### config.mk
export PLATFORM = sky130hd
export DESIGN_NAME = run_detect_arbiter_flat
export DESIGN_NICKNAME = d
export VERILOG_FILES = /design/src/rtl/run_detect_arbiter_if.sv /design/src/rtl/run_detect_arbiter.sv /design/src/flat_wrapper.sv
export SDC_FILE = /design/constraint.sdc
export NUM_CORES = 1
export LEC_CHECK = 0
export ABC_AREA = 1
export BUFFER_PORTS_ARGS = -buffer_cell sky130_fd_sc_hd__buf_2
export CAP_MARGIN = 30
export CORE_MARGIN = 2
export CORE_UTILIZATION = 51
export DETAILED_ROUTE_END_ITERATION = 12
export PLACE_DENSITY = 0.74
export SYNTH_ARGS = -nofsm -noshare
export SYNTH_HDL_FRONTEND = slang
export SYNTH_SLANG_ARGS = --single-unit
### constraint.sdc
create_clock -name clk -period 1.9 [get_ports clk]
set_input_delay 0.095 -clock clk [delete_from_list [all_inputs] [get_ports clk]]
set_output_delay 0.095 -clock clk [all_outputs]
set_load 0.01 [all_outputs]
### src/rtl/run_detect_arbiter_if.sv
// Bundle between serial requesters and the shared run detector.
// The master side drives req/w; the slave side (the arbiter) returns grant and burst results.
interface run_detect_arbiter_if #(
  parameter int NREQ  = 4,
  parameter int BURST = 8
);
  localparam int IDW = $clog2(NREQ);
  localparam int HW  = $clog2(BURST + 1);

  logic [NREQ-1:0] req;
  logic [NREQ-1:0] w;
  logic [NREQ-1:0] gnt;
  logic            s;
  logic            done;
  logic [IDW-1:0]  done_id;
  logic [HW-1:0]   hits;
  logic            abort;

  modport master (output req, w, input gnt, s, done, done_id, hits, abort);
  modport slave  (input req, w, output gnt, s, done, done_id, hits, abort);
endinterface

### src/rtl/run_detect_arbiter.sv
// Round-robin arbiter sharing one bit-serial run detector among NREQ lanes, one BURST per grant.
// Define RDA_ONES_ONLY_EN to count only runs of ones; by default runs of zeros also count.
module run_detect_arbiter #(
  parameter int NREQ  = 4,
  parameter int BURST = 8,
  parameter int RUN   = 4
) (
  input  logic                clk,
  input  logic                reset,
  run_detect_arbiter_if.slave bus
);
  localparam int IDW = $clog2(NREQ);
  localparam int HW  = $clog2(BURST + 1);
  localparam int CW  = $clog2(RUN + 1);

  typedef enum logic [1:0] {IDLE, SHIFT, DONE} state_t;

  state_t          state_q, state_d;
  logic [IDW-1:0]  gid_q, ptr_q;
  logic [IDW-1:0]  winner, idxW;
  logic            found;
  int              idx;
  logic [RUN-1:0]  hist_q, histNew;
  logic [CW-1:0]   cnt_q, cntNew;
  logic [HW-1:0]   bitCnt_q, hits_q;
  logic            s_q, abort_q;
  logic            reqGid, wGid, lastBit, detect;
  logic [NREQ-1:0] gnt;
  logic            done;

  assign reqGid  = bus.req[gid_q];
  assign wGid    = bus.w[gid_q];
  assign lastBit = (bitCnt_q == HW'(BURST - 1));

  // Winner is the first requesting lane at or above ptr, wrapping around.
  always_comb begin
    found  = 1'b0;
    winner = '0;
    idx    = 0;
    idxW   = '0;
    for (int i = 0; i < NREQ; i++) begin
      idx  = (int'(ptr_q) + i) % NREQ;
      idxW = IDW'(idx);
      if (!found && bus.req[idxW]) begin
        found  = 1'b1;
        winner = idxW;
      end
    end
  end

  // The run counter saturates at RUN, so reaching RUN means the whole history is from this burst.
  always_comb begin
    histNew = {hist_q[RUN-2:0], wGid};
    cntNew  = (cnt_q == CW'(RUN)) ? cnt_q : cnt_q + CW'(1);
`ifdef RDA_ONES_ONLY_EN
    detect  = (cntNew == CW'(RUN)) && (&histNew);
`else
    detect  = (cntNew == CW'(RUN)) && ((&histNew) || !(|histNew));
`endif
  end

  always_ff @(posedge clk or posedge reset) begin
    if (reset) state_q <= IDLE;
    else       state_q <= state_d;
  end

  always_comb begin
    state_d = state_q;
    case (state_q)
      IDLE:    if (found) state_d = SHIFT;
      SHIFT:   if (!reqGid || lastBit) state_d = DONE;
      DONE:    state_d = IDLE;
      default: state_d = IDLE;
    endcase
  end

  always_comb begin
    gnt  = '0;
    done = 1'b0;
    case (state_q)
      SHIFT:   gnt[gid_q] = 1'b1;
      DONE:    done = 1'b1;
      default: ;
    endcase
  end

  // Burst datapath; results from the last burst stay visible until the next grant clears them.
  always_ff @(posedge clk or posedge reset) begin
    if (reset) begin
      gid_q    <= '0;
      ptr_q    <= '0;
      hist_q   <= '0;
      cnt_q    <= '0;
      bitCnt_q <= '0;
      hits_q   <= '0;
      s_q      <= 1'b0;
      abort_q  <= 1'b0;
    end else begin
      case (state_q)
        IDLE: begin
          if (found) begin
            gid_q    <= winner;
            ptr_q    <= (winner == IDW'(NREQ - 1)) ? '0 : winner + IDW'(1);
            hist_q   <= '0;
            cnt_q    <= '0;
            bitCnt_q <= '0;
            hits_q   <= '0;
            s_q      <= 1'b0;
            abort_q  <= 1'b0;
          end
        end
        SHIFT: begin
          if (!reqGid) begin
            s_q     <= 1'b0;
            abort_q <= 1'b1;
          end else begin
            hist_q   <= histNew;
            cnt_q    <= cntNew;
            bitCnt_q <= bitCnt_q + HW'(1);
            s_q      <= detect;
            hits_q   <= hits_q + HW'(detect);
          end
        end
        DONE:    s_q <= 1'b0;
        default: ;
      endcase
    end
  end

  assign bus.gnt     = gnt;
  assign bus.done    = done;
  assign bus.s       = s_q;
  assign bus.done_id = gid_q;
  assign bus.hits    = hits_q;
  assign bus.abort   = abort_q;
endmodule

### src/flat_wrapper.sv
// flat-port wrapper written by rule: the top's interface ports become plain ports
module run_detect_arbiter_flat 
#(
  parameter int NREQ  = 4,
  parameter int BURST = 8,
  parameter int RUN   = 4
)
  (clk, reset, bus_req, bus_w, bus_gnt, bus_s, bus_done, bus_done_id, bus_hits, bus_abort);
  run_detect_arbiter_if #(.NREQ(NREQ), .BURST(BURST)) bus_i ();
  input  logic clk;
  input  logic reset;
  input wire logic [$bits(bus_i.req)-1:0] bus_req;
  input wire logic [$bits(bus_i.w)-1:0] bus_w;
  output wire logic [$bits(bus_i.gnt)-1:0] bus_gnt;
  output wire logic [$bits(bus_i.s)-1:0] bus_s;
  output wire logic [$bits(bus_i.done)-1:0] bus_done;
  output wire logic [$bits(bus_i.done_id)-1:0] bus_done_id;
  output wire logic [$bits(bus_i.hits)-1:0] bus_hits;
  output wire logic [$bits(bus_i.abort)-1:0] bus_abort;
  assign bus_i.req = bus_req;
  assign bus_i.w = bus_w;
  assign bus_gnt = bus_i.gnt;
  assign bus_s = bus_i.s;
  assign bus_done = bus_i.done;
  assign bus_done_id = bus_i.done_id;
  assign bus_hits = bus_i.hits;
  assign bus_abort = bus_i.abort;
  run_detect_arbiter #(.NREQ(NREQ), .BURST(BURST), .RUN(RUN)) u_core (.clk(clk), .reset(reset), .bus(bus_i));
endmodule
Yosys cells after proc, flatten, opt, wreduce, memory -nomap -nowiden
Cells that the tools add are included.
- logic and storage cells: 98
- bits of input ports: 10
- register bits after elaboration: 22
- output and inout port bits: 13
- reductions and logical operators: 22
- $lt $le $gt $ge: 6
- add/sub/neg operators: 7
- mux-type cells: 44
- equal/unequal tests: 10
- operators with widths (operator ; count):
    two-way mux 4 bit ; 4
    one-hot mux 4 bit (2 select lines) ; 2
    less-than comparator 2 x 3 -> 1 bit (second input constant) ; 5
    two-way mux 1 bit ; 15
    two-way mux 2 bit ; 7
    binary-select mux 1 bit (select 2 bit) ; 6
    two-way mux 3 bit ; 4
    one-hot mux 3 bit (2 select lines) ; 2
    == test 3 bit (second input constant) ; 2
    != test 2 x 1 -> 1 bit (second input constant) ; 3
    AND reduction 2 bit ; 3
    AND reduction 3 bit ; 2
    logical AND 1 bit ; 5
    logical NOT 1 bit ; 5
    adder 2 x 1 -> 2 bit (second input constant) ; 2
    adder 2 bit (second input constant) ; 2
    adder 4 x 1 -> 4 bit ; 1
    adder 4 x 1 -> 4 bit (second input constant) ; 1
    == test 2 bit (second input constant) ; 2
    == test 4 x 3 -> 1 bit (second input constant) ; 1
    one-hot mux 2 bit (2 select lines) ; 1
    AND reduction 4 bit ; 1
    OR reduction 4 bit ; 1
    adder 3 x 1 -> 3 bit (second input constant) ; 1
    10 further kinds ; 11

Longest topological paths before layout
- word-level depth: 14
- mapped depth: 15
- gate-level depth less buffers: 15

Worst setup path before layout
Ideal clock, no wire load.
- kind: flip-flop to flip-flop
- start point: register u_core.cnt_q[0]
- end point: register u_core.hits_q[2], in the netlist u_core.bus.hits[2]
- data required time: 1787 ps
- stages on the path, launching flop included: 16
- setup slack: 84 ps
- period minus slack after synthesis: 1816 ps
- arrival time: 1703 ps
- path buffers: 0
- setup time: 113 ps
- cell sequence: dfrtp_1 inv_1 ha_1 nand2_1 nand2_1 nor2_1 nor3_1 nand2_1 inv_1 ha_1 ha_1 inv_1 nor2_1 xor2_1 nand2_1 inv_1
- word-level cells in the longest chain between the ends: 7
- elaborated cells on any way between the ends: 8
- those cells by class: add/sub (2); eq/ne (2); mux (3); reduce/logical (1)
- RTL lines (element ; line ; text):
    start: declaration ; run_detect_arbiter.sv:24 ; logic [CW-1:0] cnt_q, cntNew;
    start signal: assignment ; run_detect_arbiter.sv:118 ; cnt_q <= cntNew;
    adder 3 x 1 -> 3 bit or == test 3 bit (tied branches) ; run_detect_arbiter.sv:54 ; cntNew = (cnt_q == CW'(RUN)) ? cnt_q : cnt_q + CW'(1);
    two-way mux 3 bit * ; run_detect_arbiter.sv:54 ;
    == test 3 bit * ; run_detect_arbiter.sv:58 ; detect = (cntNew == CW'(RUN)) && ((&histNew) || !(|histNew));
    logical AND 1 bit * ; run_detect_arbiter.sv:58 ;
    adder 4 x 1 -> 4 bit * ; run_detect_arbiter.sv:121 ; hits_q <= hits_q + HW'(detect);
    two-way mux 4 bit * ; run_detect_arbiter.sv:113 ; if (!reqGid) begin
    one-hot mux 4 bit (2 select lines) * ; run_detect_arbiter.sv:99 ; case (state_q)
    end signal: assignment ; run_detect_arbiter.sv:121 ;
    end: declaration ; run_detect_arbiter.sv:25 ; logic [HW-1:0] bitCnt_q, hits_q;
Every way passes the cells marked *; elsewhere a longest branch is shown, timed or not. The select of a mux whose other input is x is not followed.
A chain may end at the register's enable or synchronous reset.

Worst setup path in the final report
Same ends and word-level chain as after synthesis.

==> impl_metrics.py <==
metrics = {
    "synth": {
        "yosys.area_share.xor_xnor": 0.0235,
        "synthSimpleGateAreaFrac": 0.356,
        "synthCells": 198,
        "synth_top_family_by_area": "simple AND/OR/NAND/NOR gates",
        "synthesis.area_mm2": 0.00149,
        "synth_nets": 213,
        "yosysTopAreaCell": "sky130_fd_sc_hd__dfrtp_1",
        "yosys.cell_types.count": 29,
        "synth_adder_area_share": 0.0419,
        "synth_mux_area_frac": 0,
        "ys_seq_area_frac": 0.369,
        "syn_area_per_cell_um2": 7.53,
        "yosys_register_bits": 22,
        "netlist.area_leader.share": 0.369,
        "yosys-top-cells-area": "sky130_fd_sc_hd__dfrtp_1, sky130_fd_sc_hd__nand2_1, sky130_fd_sc_hd__inv_1",
        "synth_compound_area_frac": 0.112,
        "synth.yosys.warnings": 0,
    },
    "global_routing": {
        "grt_remaining_overflow": 0,
        "grt_first_pass_wirelength_mm": 5.00,
        "grt_use_met2": 0.326,
        "grtUsageTotal": 0.191,
        "grt_util_met1": 0.256,
        "first_global_vias": 1206,
        "pin_count_of_the_biggest_net_entering_global_routing": 23,
        "use_met3": 0.0402,
        "busiest_metal_layer_after_global_routing": "met2",
        "antenna_found_initial": 0,
    },
    "timing": {
        "number_of_max_slew_violations_in_the_final_report": 0,
        "min_period_over_period": 0.989,
        "clock_skew_ns": 0.00332,
        "report.final.setup_viol": 0,
        "slew_headroom": 0.794,
        "layout_min_cycle_time_ns": 1.88,
        "rsz0062_at_grt": "yes",
        "tightest_slew_ns": 0.308,
        "hold_ws_ns": 0.178,
        "maxClockFrequency_mhz": 532,
        "timing_hold_violations_final": 0,
    },
    "detailed_routing": {
        "drt-initial-drc-count": 59,
        "drcViolationCount": 0,
        "drt-wirelength-per-cell_um": 11.6,
        "via_count": 1318,
        "drt_wirelength_mm": 3.04,
        "drtAntennaViolNets": 0,
        "number_of_iterations_in_the_first_detailed_routing_pass": 4,
        "via_per_inst": 5.03,
    },
    "die": {
        "die_x_um": 58.1,
        "floorplan.initialDensity": 0.541,
        "design.core.area_mm2": 0.00276,
        "placementRows": 19,
        "floorplan.die.height_um": 58.1,
        "dieArea_mm2": 0.00337,
        "io-pin-count": 23,
    },
    "clock_tree": {
        "cts_max_path_buffers": 2,
        "tritoncts": "done",
        "h_tree_levels": 1,
        "clock_buffer_count_from_cts": 3,
        "insertion_delay_ns": 0.31,
        "cts.clk_slew.worst_paths_ns": 0.13,
        "cts_root_buffer": "sky130_fd_sc_hd__clkbuf_4",
        "tritoncts_num_sinks": 22,
    },
    "flow_run": {
        "drv_cap": 0,
    },
    "finish": {
        "multi_input_area_um2": 847,
        "layout.filler_cells": 265,
        "drive_above_1_share": 0.342,
        "areaGrowthSynthToFinish_pct": 20.6,
        "nets": 247,
        "diodes": 0,
        "final_cell_count_no_fill": 262,
        "register_area_um2": 554,
    },
    "power_and_ir_drop": {
        "cellLeakagePower_nw": 0.976,
        "power_density_cells_mw_per_mm2": 1630,
        "vdd.ir_drop.worst_uv": 1240,
    },
    "critical_path": {
        "cp_data_required_time_ns": 2.17,
        "critPathCaptureType": "flip-flop",
        "criticalPathCategory": "reg -> reg",
        "critical_path_source_type": "flip-flop",
        "critPathMaxFanout": 3,
        "worst_reg2reg_path_startpoint": "u_core.cnt_q[0]",
        "worstPathArrival_ns": 2.15,
        "worst_setup_path_startpoint": "u_core.cnt_q[0]",
    },
    "outcome": {
        "run_status": "finished clean",
    },
    "worst_hold_path": {
        "holdCritStartpoint": "bus_req[2]",
        "hold_path.class": "in -> reg",
    },
    "place": {
        "port-buffer-count": 22,
        "post-dp-hpwl_mm": 2.24,
        "place_congestion": 0.835,
        "numPlacedInstances": 253,
    },
}
[cell type report]
type	count	share of cell area
Clock inverter	1	0.0167
Multi-Input combinational cell	143	0.471
Tap cell	31	0.0216
Sequential cell	22	0.308
Inverter	31	0.0702
Clock buffer	3	0.0125
Timing Repair Buffer	31	0.100
[critical path, stage by stage, from the launching register on]
cell                      delay (ns)
sky130_fd_sc_hd__dfrtp_1        0.43
sky130_fd_sc_hd__inv_2          0.09
sky130_fd_sc_hd__ha_4           0.12
sky130_fd_sc_hd__nand2_2        0.05
sky130_fd_sc_hd__nand2_1        0.07
sky130_fd_sc_hd__nor2_1         0.06
sky130_fd_sc_hd__nor3_1         0.17
sky130_fd_sc_hd__nand2_1        0.10
sky130_fd_sc_hd__inv_2          0.08
sky130_fd_sc_hd__ha_4           0.14
sky130_fd_sc_hd__ha_4           0.12
sky130_fd_sc_hd__inv_2          0.03
sky130_fd_sc_hd__nor2_2         0.09
sky130_fd_sc_hd__xor2_1         0.17
sky130_fd_sc_hd__nand2_1        0.06
sky130_fd_sc_hd__inv_1          0.05
[power breakdown]
part	total [mW]	switching [mW]	leakage (nW)	internal, mW
clock	0.366	0.152	0.0279	0.213
sequential	0.780	0.167	0.287	0.613
combinational	1.79	1.13	0.661	0.662
total	2.94	1.45	0.976	1.49
[per-stage QoR]
| step | total power, mW | util | area [um^2] | setup WS [ns] | TNS [ns] |
|---|---|---|---|---|---|
| after floorplan | 2.11 | - | 1490 | 0.0841 | 0 |
| after global placement | 2.42 | 0.598 | 1650 | 0.0374 | 0 |
| after detailed placement | 2.44 | 0.598 | 1650 | -0.0251 | -0.0251 |
| after CTS | 2.87 | 0.640 | 1770 | 0.00242 | 0 |
| after global routing | 3.19 | 0.652 | 1800 | -0.143 | -0.224 |
| final | 2.94 | 0.652 | 1800 | 0.0210 | 0 |
[synthesized netlist by cell type (all sizes together)]
master,count
nand2,69
inv,31
dfrtp,22
nor2,18
nand3,15
o21ai,13
ha,5
nand4,4
nor3,4
o22ai,4
xor2,4
buf,2
a21oi,1
a22oi,1
a31o,1
a31oi,1
nor3b,1
o21a,1
or2,1
[per-layer routing]
metal / vias to the layer above / wire length, um
li1: 702 / -
met1: 597 / 1460
met2: 17 / 1470
met3: 2 / 96
met4: 0 / 13
met5: - / 0
[cell usage in the layout, fill, tap and decap left out, types with 3 or more instances in the layout]
cell	Yosys	layout
sky130_fd_sc_hd__clkbuf_4	0	3
sky130_fd_sc_hd__nor3_1	4	4
sky130_fd_sc_hd__nand4_1	4	4
sky130_fd_sc_hd__ha_4	0	3
sky130_fd_sc_hd__nor2_1	16	14
sky130_fd_sc_hd__nand2_2	7	9
sky130_fd_sc_hd__o22ai_2	3	3
sky130_fd_sc_hd__inv_1	26	22
sky130_fd_sc_hd__nand3_1	12	12
sky130_fd_sc_hd__xor2_1	4	4
sky130_fd_sc_hd__buf_2	0	22
sky130_fd_sc_hd__dfrtp_2	0	3
sky130_fd_sc_hd__nand3_2	3	3
sky130_fd_sc_hd__dfrtp_1	22	19
sky130_fd_sc_hd__inv_2	4	7
sky130_fd_sc_hd__nand2_4	3	3
sky130_fd_sc_hd__nand2_1	59	57
sky130_fd_sc_hd__buf_4	0	8
sky130_fd_sc_hd__o21ai_2	6	6
sky130_fd_sc_hd__o21ai_0	6	5
[registers in the layout, summed over array words and instances, names as in the netlist, named ones only]
signal and cells:
u_core.bus.done_id 2, u_core.state_q 2, u_core.cnt_q 3, u_core.bus.abort 1, u_core.hist_q 3, u_core.bus.hits 4
u_core.ptr_q 1, u_core.bus.s 1, u_core.bitCnt_q 4
[cells by family (layout without fill, tap and decap cells)]
kind of cell / after synthesis / count (layout)
XOR/XNOR: 4 / 4
AND/OR/NAND/NOR: 112 / 112
flip-flops: 22 / 22
adder cells (fa/ha/maj): 5 / 5
AO/OA/AOI/OAI: 22 / 22
buffers and inverters: 33 / 66
[worst paths after layout]
check | endpoint | slack [ns] | cells after the start
min in group asynchronous | async pin | 0.33 | 4
worst min-delay path | u_core.bus.abort | 0.18 | 4
worst max-delay path | u_core.bus.hits[2] | 0.02 | 15
max in group asynchronous | u_core.bus.done_id[1] | 1.33 | 4
worst max register to register | u_core.bus.hits[2] | 0.02 | 15
worst min register to register | u_core.bus.abort | 0.51 | 2
[timing repair]
action | 4_1_cts | 5_1_grt
setup endpoints to repair | 1 | 11
resized for setup | 11 | 9
hold endpoints to repair | 22 | 0
buffers inserted | 2 | 2
hold buffers | 1 | 0
pin swaps | 6 | 4
gates cloned | 0 | 0
Note: power is estimated with default switching activity, not from simulation.
